`config.mk`:
```
export PLATFORM = sky130hd
export DESIGN_NAME = ctrl_skew_stream
export DESIGN_NICKNAME = d
export VERILOG_FILES = /design/src/rtl/ctrl_skew_stream_pkg.sv /design/src/rtl/ctrl_skew_stream_lane.sv /design/src/rtl/ctrl_skew_stream.sv
export SDC_FILE = /design/constraint.sdc
export NUM_CORES = 1
export LEC_CHECK = 0
export ABC_AREA = 1
export BUFFER_PORTS_ARGS = -buffer_cell sky130_fd_sc_hd__buf_2
export CORE_ASPECT_RATIO = 0.7
export CORE_UTILIZATION = 25
export CTS_CLUSTER_SIZE = 25
export DETAILED_ROUTE_END_ITERATION = 8
export GPL_ROUTABILITY_DRIVEN = 0
export SLEW_MARGIN = 30
export SYNTH_ARGS = -nofsm -noshare
export SYNTH_HDL_FRONTEND = slang
export SYNTH_SLANG_ARGS = --single-unit
```
`constraint.sdc`:
```
create_clock -name clk -period 3.2 [get_ports clk]
set_input_delay 0.32 -clock clk [delete_from_list [all_inputs] [get_ports clk]]
set_output_delay 0.32 -clock clk [all_outputs]
set_load 0.02 [all_outputs]
```
`src/rtl/ctrl_skew_stream_pkg.sv`:
```
// Shared types and helpers for the skew/deskew wavefront stage.
package ctrl_skew_stream_pkg;

  typedef enum logic [1:0] {
    IDLE   = 2'd0,
    STREAM = 2'd1,
    DRAIN  = 2'd2
  } state_e;

  localparam logic MODE_SKEW   = 1'b0;
  localparam logic MODE_DESKEW = 1'b1;

  // Skew delays the low lanes most; deskew undoes a skew by delaying the high lanes most.
  function automatic int unsigned lane_delay(int unsigned lane, int unsigned lanes, logic mode);
    return (mode == MODE_DESKEW) ? lane : lanes - 1 - lane;
  endfunction

endpackage

```
`src/rtl/ctrl_skew_stream_lane.sv`:
```
// One lane: an enabled shift register of {valid, data} with a runtime-selected tap.
module skew_lane #(
  parameter int W     = 9,
  parameter int DEPTH = 1
) (
  input  logic                         clk,
  input  logic                         rst,
  input  logic                         en,
  input  logic [W-1:0]                 din,
  input  logic [$clog2(DEPTH+1)-1:0]   tap,
  output logic [W-1:0]                 dout
);

  localparam int TAP_W = $clog2(DEPTH + 1);

  logic [W-1:0] stage_q [DEPTH];
  logic [W-1:0] stage_d [DEPTH];

  always_comb begin
    // NOTE: every comb output gets a default first so no path can infer a latch.
    for (int k = 0; k < DEPTH; k++) stage_d[k] = stage_q[k];
    if (en) begin
      stage_d[0] = din;
      for (int k = 1; k < DEPTH; k++) stage_d[k] = stage_q[k-1];
    end
  end

  always_ff @(posedge clk) begin
    // NOTE: the stages are reset (not left as plain storage) because the valid bit rides in them.
    if (rst) begin
      for (int k = 0; k < DEPTH; k++) stage_q[k] <= '0;
    end else begin
      for (int k = 0; k < DEPTH; k++) stage_q[k] <= stage_d[k];
    end
  end

  always_comb begin
    dout = din;
    for (int k = 1; k <= DEPTH; k++) begin
      if (tap == TAP_W'(k)) dout = stage_q[k-1];
    end
  end

endmodule

```
`src/rtl/ctrl_skew_stream.sv`:
```
// Row <-> diagonal wavefront converter with per-lane valid, stall and drain/done tracking.
module ctrl_skew_stream
  import ctrl_skew_stream_pkg::*;
#(
  parameter int DATA_BW = 8,
  parameter int LANES   = 8
) (
  input  logic                       clk,
  input  logic                       rst,
  input  logic                       mode,
  input  logic                       stall,
  input  logic                       in_valid,
  input  logic [DATA_BW*LANES-1:0]   data_in,
  output logic [DATA_BW*LANES-1:0]   data_out,
  output logic [LANES-1:0]           out_valid,
  output logic                       busy,
  output logic                       done
);

  localparam int W     = DATA_BW + 1;
  localparam int CNT_W = $clog2(LANES);

  state_e           state_q, state_d;
  logic [CNT_W-1:0] cnt_q, cnt_d;
  logic             mode_q, mode_d;
  logic [W-1:0]     hold_q, hold_d;
  logic             done_c;
  logic             eff_mode;
  logic [W-1:0]     lane_in [LANES];

  assign eff_mode = (state_q == IDLE) ? mode : mode_q;

  for (genvar i = 0; i < LANES; i++) begin : g_lane
    localparam int DEPTH = (LANES - 1 - i > i) ? LANES - 1 - i : i;
    localparam int TAP_W = $clog2(DEPTH + 1);

    logic [TAP_W-1:0] tap;
    logic [W-1:0]     lane_out;
    logic [W-1:0]     sel;

    assign lane_in[i] = in_valid ? {1'b1, data_in[DATA_BW*i +: DATA_BW]} : '0;
    assign tap        = TAP_W'(lane_delay(i, LANES, eff_mode));

    skew_lane #(.W(W), .DEPTH(DEPTH)) u_lane (
      .clk  (clk),
      .rst  (rst),
      .en   (!stall),
      .din  (lane_in[i]),
      .tap  (tap),
      .dout (lane_out)
    );

    // The pass-through lane has no stage of its own to freeze, so it shows the held copy.
    assign sel = (stall && tap == '0) ? hold_q : lane_out;
    assign data_out[DATA_BW*i +: DATA_BW] = sel[DATA_BW-1:0];
    assign out_valid[i]                   = sel[DATA_BW];
  end

  always_comb begin
    hold_d = hold_q;
    if (!stall) hold_d = (eff_mode == MODE_DESKEW) ? lane_in[0] : lane_in[LANES-1];
  end

  always_comb begin
    state_d = state_q;
    cnt_d   = cnt_q;
    mode_d  = mode_q;
    done_c  = 1'b0;
    if (!stall) begin
      unique case (state_q)
        IDLE: begin
          if (in_valid) begin
            state_d = STREAM;
            mode_d  = mode;
          end
        end
        STREAM: begin
          // With two lanes the tail clears in the very cycle the stream stops.
          if (!in_valid) begin
            if (LANES == 2) begin
              done_c  = 1'b1;
              state_d = IDLE;
            end else begin
              state_d = DRAIN;
              cnt_d   = CNT_W'(LANES - 1);
            end
          end
        end
        DRAIN: begin
          if (in_valid) begin
            state_d = STREAM;
            cnt_d   = '0;
          end else if (cnt_q == CNT_W'(2)) begin
            done_c  = 1'b1;
            state_d = IDLE;
            cnt_d   = '0;
          end else begin
            cnt_d = cnt_q - 1'b1;
          end
        end
        default: state_d = IDLE;
      endcase
    end
  end

  always_ff @(posedge clk) begin
    // NOTE: sequential state uses non-blocking assignment so all flops update together.
    if (rst) begin
      state_q <= IDLE;
      cnt_q   <= '0;
      mode_q  <= MODE_SKEW;
      hold_q  <= '0;
    end else begin
      state_q <= state_d;
      cnt_q   <= cnt_d;
      mode_q  <= mode_d;
      hold_q  <= hold_d;
    end
  end

  assign busy = (state_q != IDLE);
  assign done = done_c && !rst;

endmodule

```
==> impl_metrics.yaml, run 1 <==
outcome:
  outcome: "complete, no violations"
setup_path:
  reg2reg_from: "state_q[0]$_SDFFE_PP0P_"
  cpMaxStageDelayCell: "dfxtp_1"
  reg2reg_slack_ps: 1400
  crit_arrival_ps: 2550
  required_ps: 2880
  crit_path_start: "state_q[0]$_SDFFE_PP0P_"
  endpoint_kind: "primary output"
  crit_type: "reg2out"
  path_cells: "inv_1 -> ha_1 -> nand2_1 -> nand2_4 -> inv_2 -> buf_4 -> nor2_1 -> a31oi_1 -> buf_2"
  cpLargestDelayFamily: "buffers and inverters"
  path_buf_inv: 4
  critPathMaxStageDelay_ps: 400
  crit_path_max_fanout: 27
  critPathLaunchType: "register"
placed_design:
  place_inst: 2682
  dp_slack_ps: 857.0
  place_area_sq_um: 15210
  io_buffers: 142
  dpl.hpwl_um: 21640
floorplanning:
  core_sq_um: 55310
  dieWidth_um: 285.1
  initial_core_util: 0.2535
  placementRows: 72
  die-area_sq_um: 57050
  die_h_um: 200.1
  io_pins: 143
hold_path:
  hp-start: "data_in[34]"
  hold_path.class: "in2reg"
routing:
  dr.pass1.iters: 7
  drc: 0
  vias: 12060
  wl_per_cell_um: 12.54
  ant_nets: 0
  dr.first_iter.drc_count: 853
  wl_um: 34750
  vias_per_cell: 4.352
grt:
  grt_pass1_vias: 11150
  track_usage: 0.1202
  grt_pass1_wl_um: 56840
  overflow: 0
  antenna_found_initial: 4
  grt_max_degree: 170
sta:
  fin_crit_ps: 2869
  drv_slew: 0
  tns_ps: 0
  finalSetupViolCount: 0
  worst_pin_slew_ps: 855.4
  fin_skew_ps: 16.45
  worst_slack_ps: 330.7
  rsz0062_at_grt: "no"
  fin_crit_sh: 0.8967
  relSlewSlack: 0.4297
  fmax_mhz: 348.5
  hold_viol_final: 0
  whs_ps: 37.64
final_layout:
  final_cell_area_sq_um: 16740
  layout-drive-gt1-share: 0.1148
  final_common_cell: "nor2_1"
  final_cell_mix: "620 x nor2_1, 373 x dfxtp_1, 319 x nand2_1"
  fin_cells: 2771
  area_growth_pct: 19.42
  fin_util: 0.3027
  nNetsFinal: 2073
  fill_cells: 5944
pwr:
  power_density_nw_per_um2: 666.9
  p_leak_nw: 7.242
  ir_drop_mv: 0.3007
  finalPower_mw: 11.17
synthesis:
  yosysSeqAreaShare: 0.5325
  ys_seq_elements: 373
  synth_top_cell_area_share: 0.5325
  netlist_instances: 1922
  yosysUniqueCellTypes: 20
  syn_nets: 1998
  synth.area.top_cells: "dfxtp_1 53%, nor2_1 17%, o21ai_0 11%"
  syn_avg_cell_area_sq_um: 7.296
  yosys.area.top_type: "dfxtp_1"
  ys_warn_count: 0
  syn_area_sq_um: 14020
clocking:
  clock_latency_ps: 540
  cts_setup_buffers: 0
  cts_buffer_depth: 3
  cts_tree: "yes"
  htree_levels: 2
  numClockSinks: 373
  cts_buffers: 40
  holdBufCountCts: 13
  cts-resized-gates: 0
  clk_pin_slew_ps: 70
  cts_root_buf: "clkbuf_16"
run:
  drv_cap: 0
-- flip-flops by register name (all words and copies together) (netlist names) --
signal / cells
cnt_q: 3
hold_q: 8
state_q: 2
mode_q: 1
g_lane.u_lane.stage_q: 359
-- worst min-delay path: cells and delay by family --
family	cells	cell delay, ps
buffers and inverters	1	100
AO/OA/AOI/OAI	1	50
AND/OR/NAND/NOR	1	60
-- cells in the mapped netlist (all sizes together) --
cell / instances
a21oi: 88
a31oi: 10
buf: 69
clkbuf: 70
clkinv: 3
dfxtp: 373
ha: 7
inv: 38
nand2: 321
nand3: 6
nor2: 621
nor3: 1
o21ai: 314
xnor2: 1
-- area by class of cell --
cell class | count | area [sq um] | share of cell area
clock inverters | 18 | 240.2 | 0.01435
clock buffers | 56 | 1162 | 0.06942
well taps | 740 | 925.9 | 0.05529
diodes | 2 | 5.005 | 0.0002989
flip-flops and latches | 373 | 7467 | 0.4459
repair buffers | 172 | 1018 | 0.06082
inverters | 41 | 166.4 | 0.009938
multi-input cells | 1369 | 5759 | 0.3439
-- report_power, final --
part	internal (mW)	switching, mW	leakage (nW)
Combinational	0.395	0.837	3.48
Sequential	4.92	0.141	3.07
Clock	2.96	1.92	0.691
Total	8.27	2.90	7.24
-- worst paths after layout --
path                                                 end  depth (start not counted)
max                                         data_out[63]                          9
min          g_lane[4].u_lane.stage_q[0][2]$_SDFFE_PP0N_                          3
max reg2reg                       hold_q[5]$_SDFFE_PP0N_                          9
min reg2reg  g_lane[3].u_lane.stage_q[0][0]$_SDFFE_PP0N_                          2
-- routing by layer --
layer | wire length, um | vias to the layer above | GRT usage | share of wire
met5 | 25 | - | 0 | 0.00072
met4 | 750 | 4 | 0.03915 | 0.022
met3 | 1930 | 57 | 0.02802 | 0.056
met2 | 15200 | 240 | 0.1864 | 0.44
met1 | 16840 | 5507 | 0.1640 | 0.48
li1 | - | 6251 | - | -
-- logic make-up after synthesis --
group                      count (synthesis)  share of synthesized area
adders and majority gates                  7                   0.006246
DFF                                      373                     0.5325
and+or+nand+nor                          949                     0.2550
AOI/OAI and AO/OA                        412                     0.1479
buffers and inverters                    180                    0.05764
xor gates and xnor gates                   1                  0.0006247
Power figures use the tool's default switching activity.
==> run 2, diff against run 1 <==
- ABC_AREA: 1 -> default
- MAX_ROUTING_LAYER: default -> met4
- TNS_END_PERCENT: default -> 10
==> run 2 against run 1 <==
  * Wire length fell by 12%
  * Critical path type unchanged
  * Die area rose by 1.3%
  * Combinational power fell by 30%
  * Hold slack got worse by 3.4 ps
  * Register-to-register slack got worse by 220 ps
  * Sequential cell count did not move
  * Critical path depth fell by 2
  * Total power fell by 9.3%
  * Cell count fell by 18%
  * Sequential power fell by 5.9%
==> impl_metrics.yaml, run 2 <==
setup_path:
  required_ps: 2880
  critPathLaunchType: "register"
  critPathMaxStageDelay_ps: 380
  path_cells: "inv_1 -> ha_1 -> mux2i_4 -> buf_12 -> buf_8 -> mux2_2 -> buf_2"
  endpoint_kind: "primary output"
  crit_path_max_fanout: 48
  crit_arrival_ps: 2660
  cpMaxStageDelayCell: "mux2_2"
  crit_type: "reg2out"
synthesis:
  netlist_instances: 1368
  synth.area.top_cells: "dfxtp_1 53%, mux2i_1 21%, nor2_1 9.8%"
  syn_nets: 1444
  ys_seq_elements: 373
  netlist_top_cells_count: "373 x dfxtp_1, 370 x nor2_1, 305 x mux2i_1"
  yosysUniqueCellTypes: 33
  synth_ff_type: "dfxtp_1"
  yosys.area.top_type: "dfxtp_1"
  ys_warn_count: 0
  synth.most_common_cell: "dfxtp_1"
  yosysSeqAreaShare: 0.5258
  synth_top_cell_area_share: 0.5258
  async_flop_share: 0
  syn_avg_cell_area_sq_um: 10.38
  syn_area_sq_um: 14200
  synth-edff-count: 0
pwr:
  clkPwrFrac: 0.445
  p_leak_nw: 7.622
  power_density_nw_per_um2: 585.5
  internal-power_mw: 7.678
  p_sw_frac: 0.2419
  comb_power_share: 0.085
  power_switching_mw: 2.450
  ir_drop_mv: 0.3107
  seq_power_share: 0.470
sta:
  relSlewSlack: 0.4016
  fin_skew_ps: 19.43
  fin_crit_sh: 0.9314
  drv_slew: 0
  worst_pin_slew_ps: 897.7
  tns_ps: 0
  fin_crit_ps: 2980
  finalSetupViolCount: 0
  rsz0062_at_grt: "no"
  hold_viol_final: 0
  fmax_mhz: 335.5
floorplanning:
  dieWidth_um: 286.9
  die_h_um: 201.4
  initial_core_util: 0.2551
  placementRows: 72
  die-area_sq_um: 57780
  core_sq_um: 55670
  io_pins: 143
outcome:
  outcome: "complete, no violations"
grt:
  grt_pass1_wl_um: 47870
  grt_pass1_vias: 9331
  antenna_found_initial: 8
  grt_max_degree: 160
  track_usage: 0.1036
  overflow: 0
final_layout:
  largest_register: "g_lane.u_lane.stage_q"
  final_cell_area_sq_um: 17300
  largest_register_ffs: 359
  final_common_cell: "dfxtp_1"
  reg_top3: "g_lane.u_lane.stage_q (359), hold_q (8), cnt_q (3)"
  area_growth_pct: 21.80
  layout-drive-gt1-share: 0.1799
  nNetsFinal: 1589
  final_cell_mix: "373 x dfxtp_1, 370 x nor2_1, 305 x mux2i_1"
clocking:
  clock_latency_ps: 560
  numClockSinks: 373
  htree_levels: 2
  cts_buffers: 39
  cts_buffer_depth: 3
  cts_root_buf: "clkbuf_16"
  cts_tree: "yes"
  clk_pin_slew_ps: 60
hold_path:
  hold_path.class: "in2reg"
routing:
  dr.pass1.iters: 4
  vias: 9827
  vias_per_cell: 4.299
  ant_nets: 0
  wl_um: 30740
  wl_per_cell_um: 13.45
  dr.first_iter.drc_count: 468
  drc: 0
placed_design:
  dpl.hpwl_um: 18130
  place_area_sq_um: 15440
  io_buffers: 142
run:
  drv_cap: 0
## run 2: worst max-delay path, delay by kind of cell (launching register included)
| family | cells | cell delay (ps) |
|---|---|---|
| muxes | 2 | 690 |
| adders and majority gates | 1 | 290 |
| buffers and inverters | 4 | 750 |
| DFF | 1 | 340 |
## run 2: path summary, 6_finish.rpt
path                                                              startpoint                                      endpoint  slack, ps  cells after the start
worst min-delay path                                             data_in[63]   g_lane[7].u_lane.stage_q[0][7]$_SDFFE_PP0N_         30                      3
worst min register to register  g_lane[6].u_lane.stage_q[0][34]$_SDFFE_PP0N_  g_lane[6].u_lane.stage_q[0][43]$_SDFFE_PP0N_        480                      2
worst max register to register                       state_q[0]$_SDFFE_PP0P_                        hold_q[1]$_SDFFE_PP0N_       1180                      7
worst max-delay path                                 state_q[0]$_SDFFE_PP0P_                                  data_out[53]        220                      7
## run 2: layout make-up
cell class / instances / area, sq um
fillers: 5733 / 38380
flip-flops and latches: 373 / 7467
multi-input cells: 884 / 6140
repair buffers: 208 / 1449
clock buffers: 55 / 1106
well taps: 740 / 925.9
clock inverters: 13 / 168.9
inverters: 7 / 26.28
diodes: 6 / 15.01
## run 2: cells by family (layout without fill, tap and decap cells)
logic type	Yosys count	count (layout)	share of synthesized area
simple gates	406	406	0.1099
flops	373	373	0.5258
mux	361	361	0.2602
buf+inv	111	283	0.04246
compound gates	110	110	0.05559
fa+ha+maj	7	7	0.006167
other cells	0	6	0
## run 2: per-layer routing
| layer | track usage | wire length (um) | vias to the layer above |
|---|---|---|---|
| met1 | 0.1336 | 15110 | 4664 |
| met5 | - | 0 | - |
| met2 | 0.1562 | 13450 | 149 |
| li1 | - | - | 4964 |
| met4 | 0.03324 | 567 | 0 |
| met3 | 0.02800 | 1606 | 50 |
## run 2: repair_timing
action | 4_1_cts | 5_1_grt
hold endpoints to repair | 48 | 0
buffers inserted | 0 | 2
setup endpoints to repair | 0 | 3
gates resized for setup | 0 | 6
hold buffers | 48 | 0
## run 2: through the flow
step	std cells	power, mW	hold slack [ps]	utilization	worst slack [ps]
floorplan	1368	5.454	457.9	-	1095
global placement	2159	5.616	466.0	0.2773	754.3
detailed placement	2159	5.639	478.0	0.2773	663.8
CTS	2275	10.27	1.274	0.3088	35.92
global route	2285	10.59	13.39	0.3107	42.16
finish	2286	10.13	34.24	0.3107	219.6
## run 2: power by group through the flow
stage / registers [mW] / logic, mW / clock network (mW)
2_1_floorplan: 4.85 / 0.605 / 0
3_3_place_gp: 4.86 / 0.754 / 0
3_5_place_dp: 4.86 / 0.774 / 0
4_1_cts: 4.76 / 0.824 / 4.69
5_1_grt: 4.77 / 0.934 / 4.89
6_report: 4.76 / 0.863 / 4.50
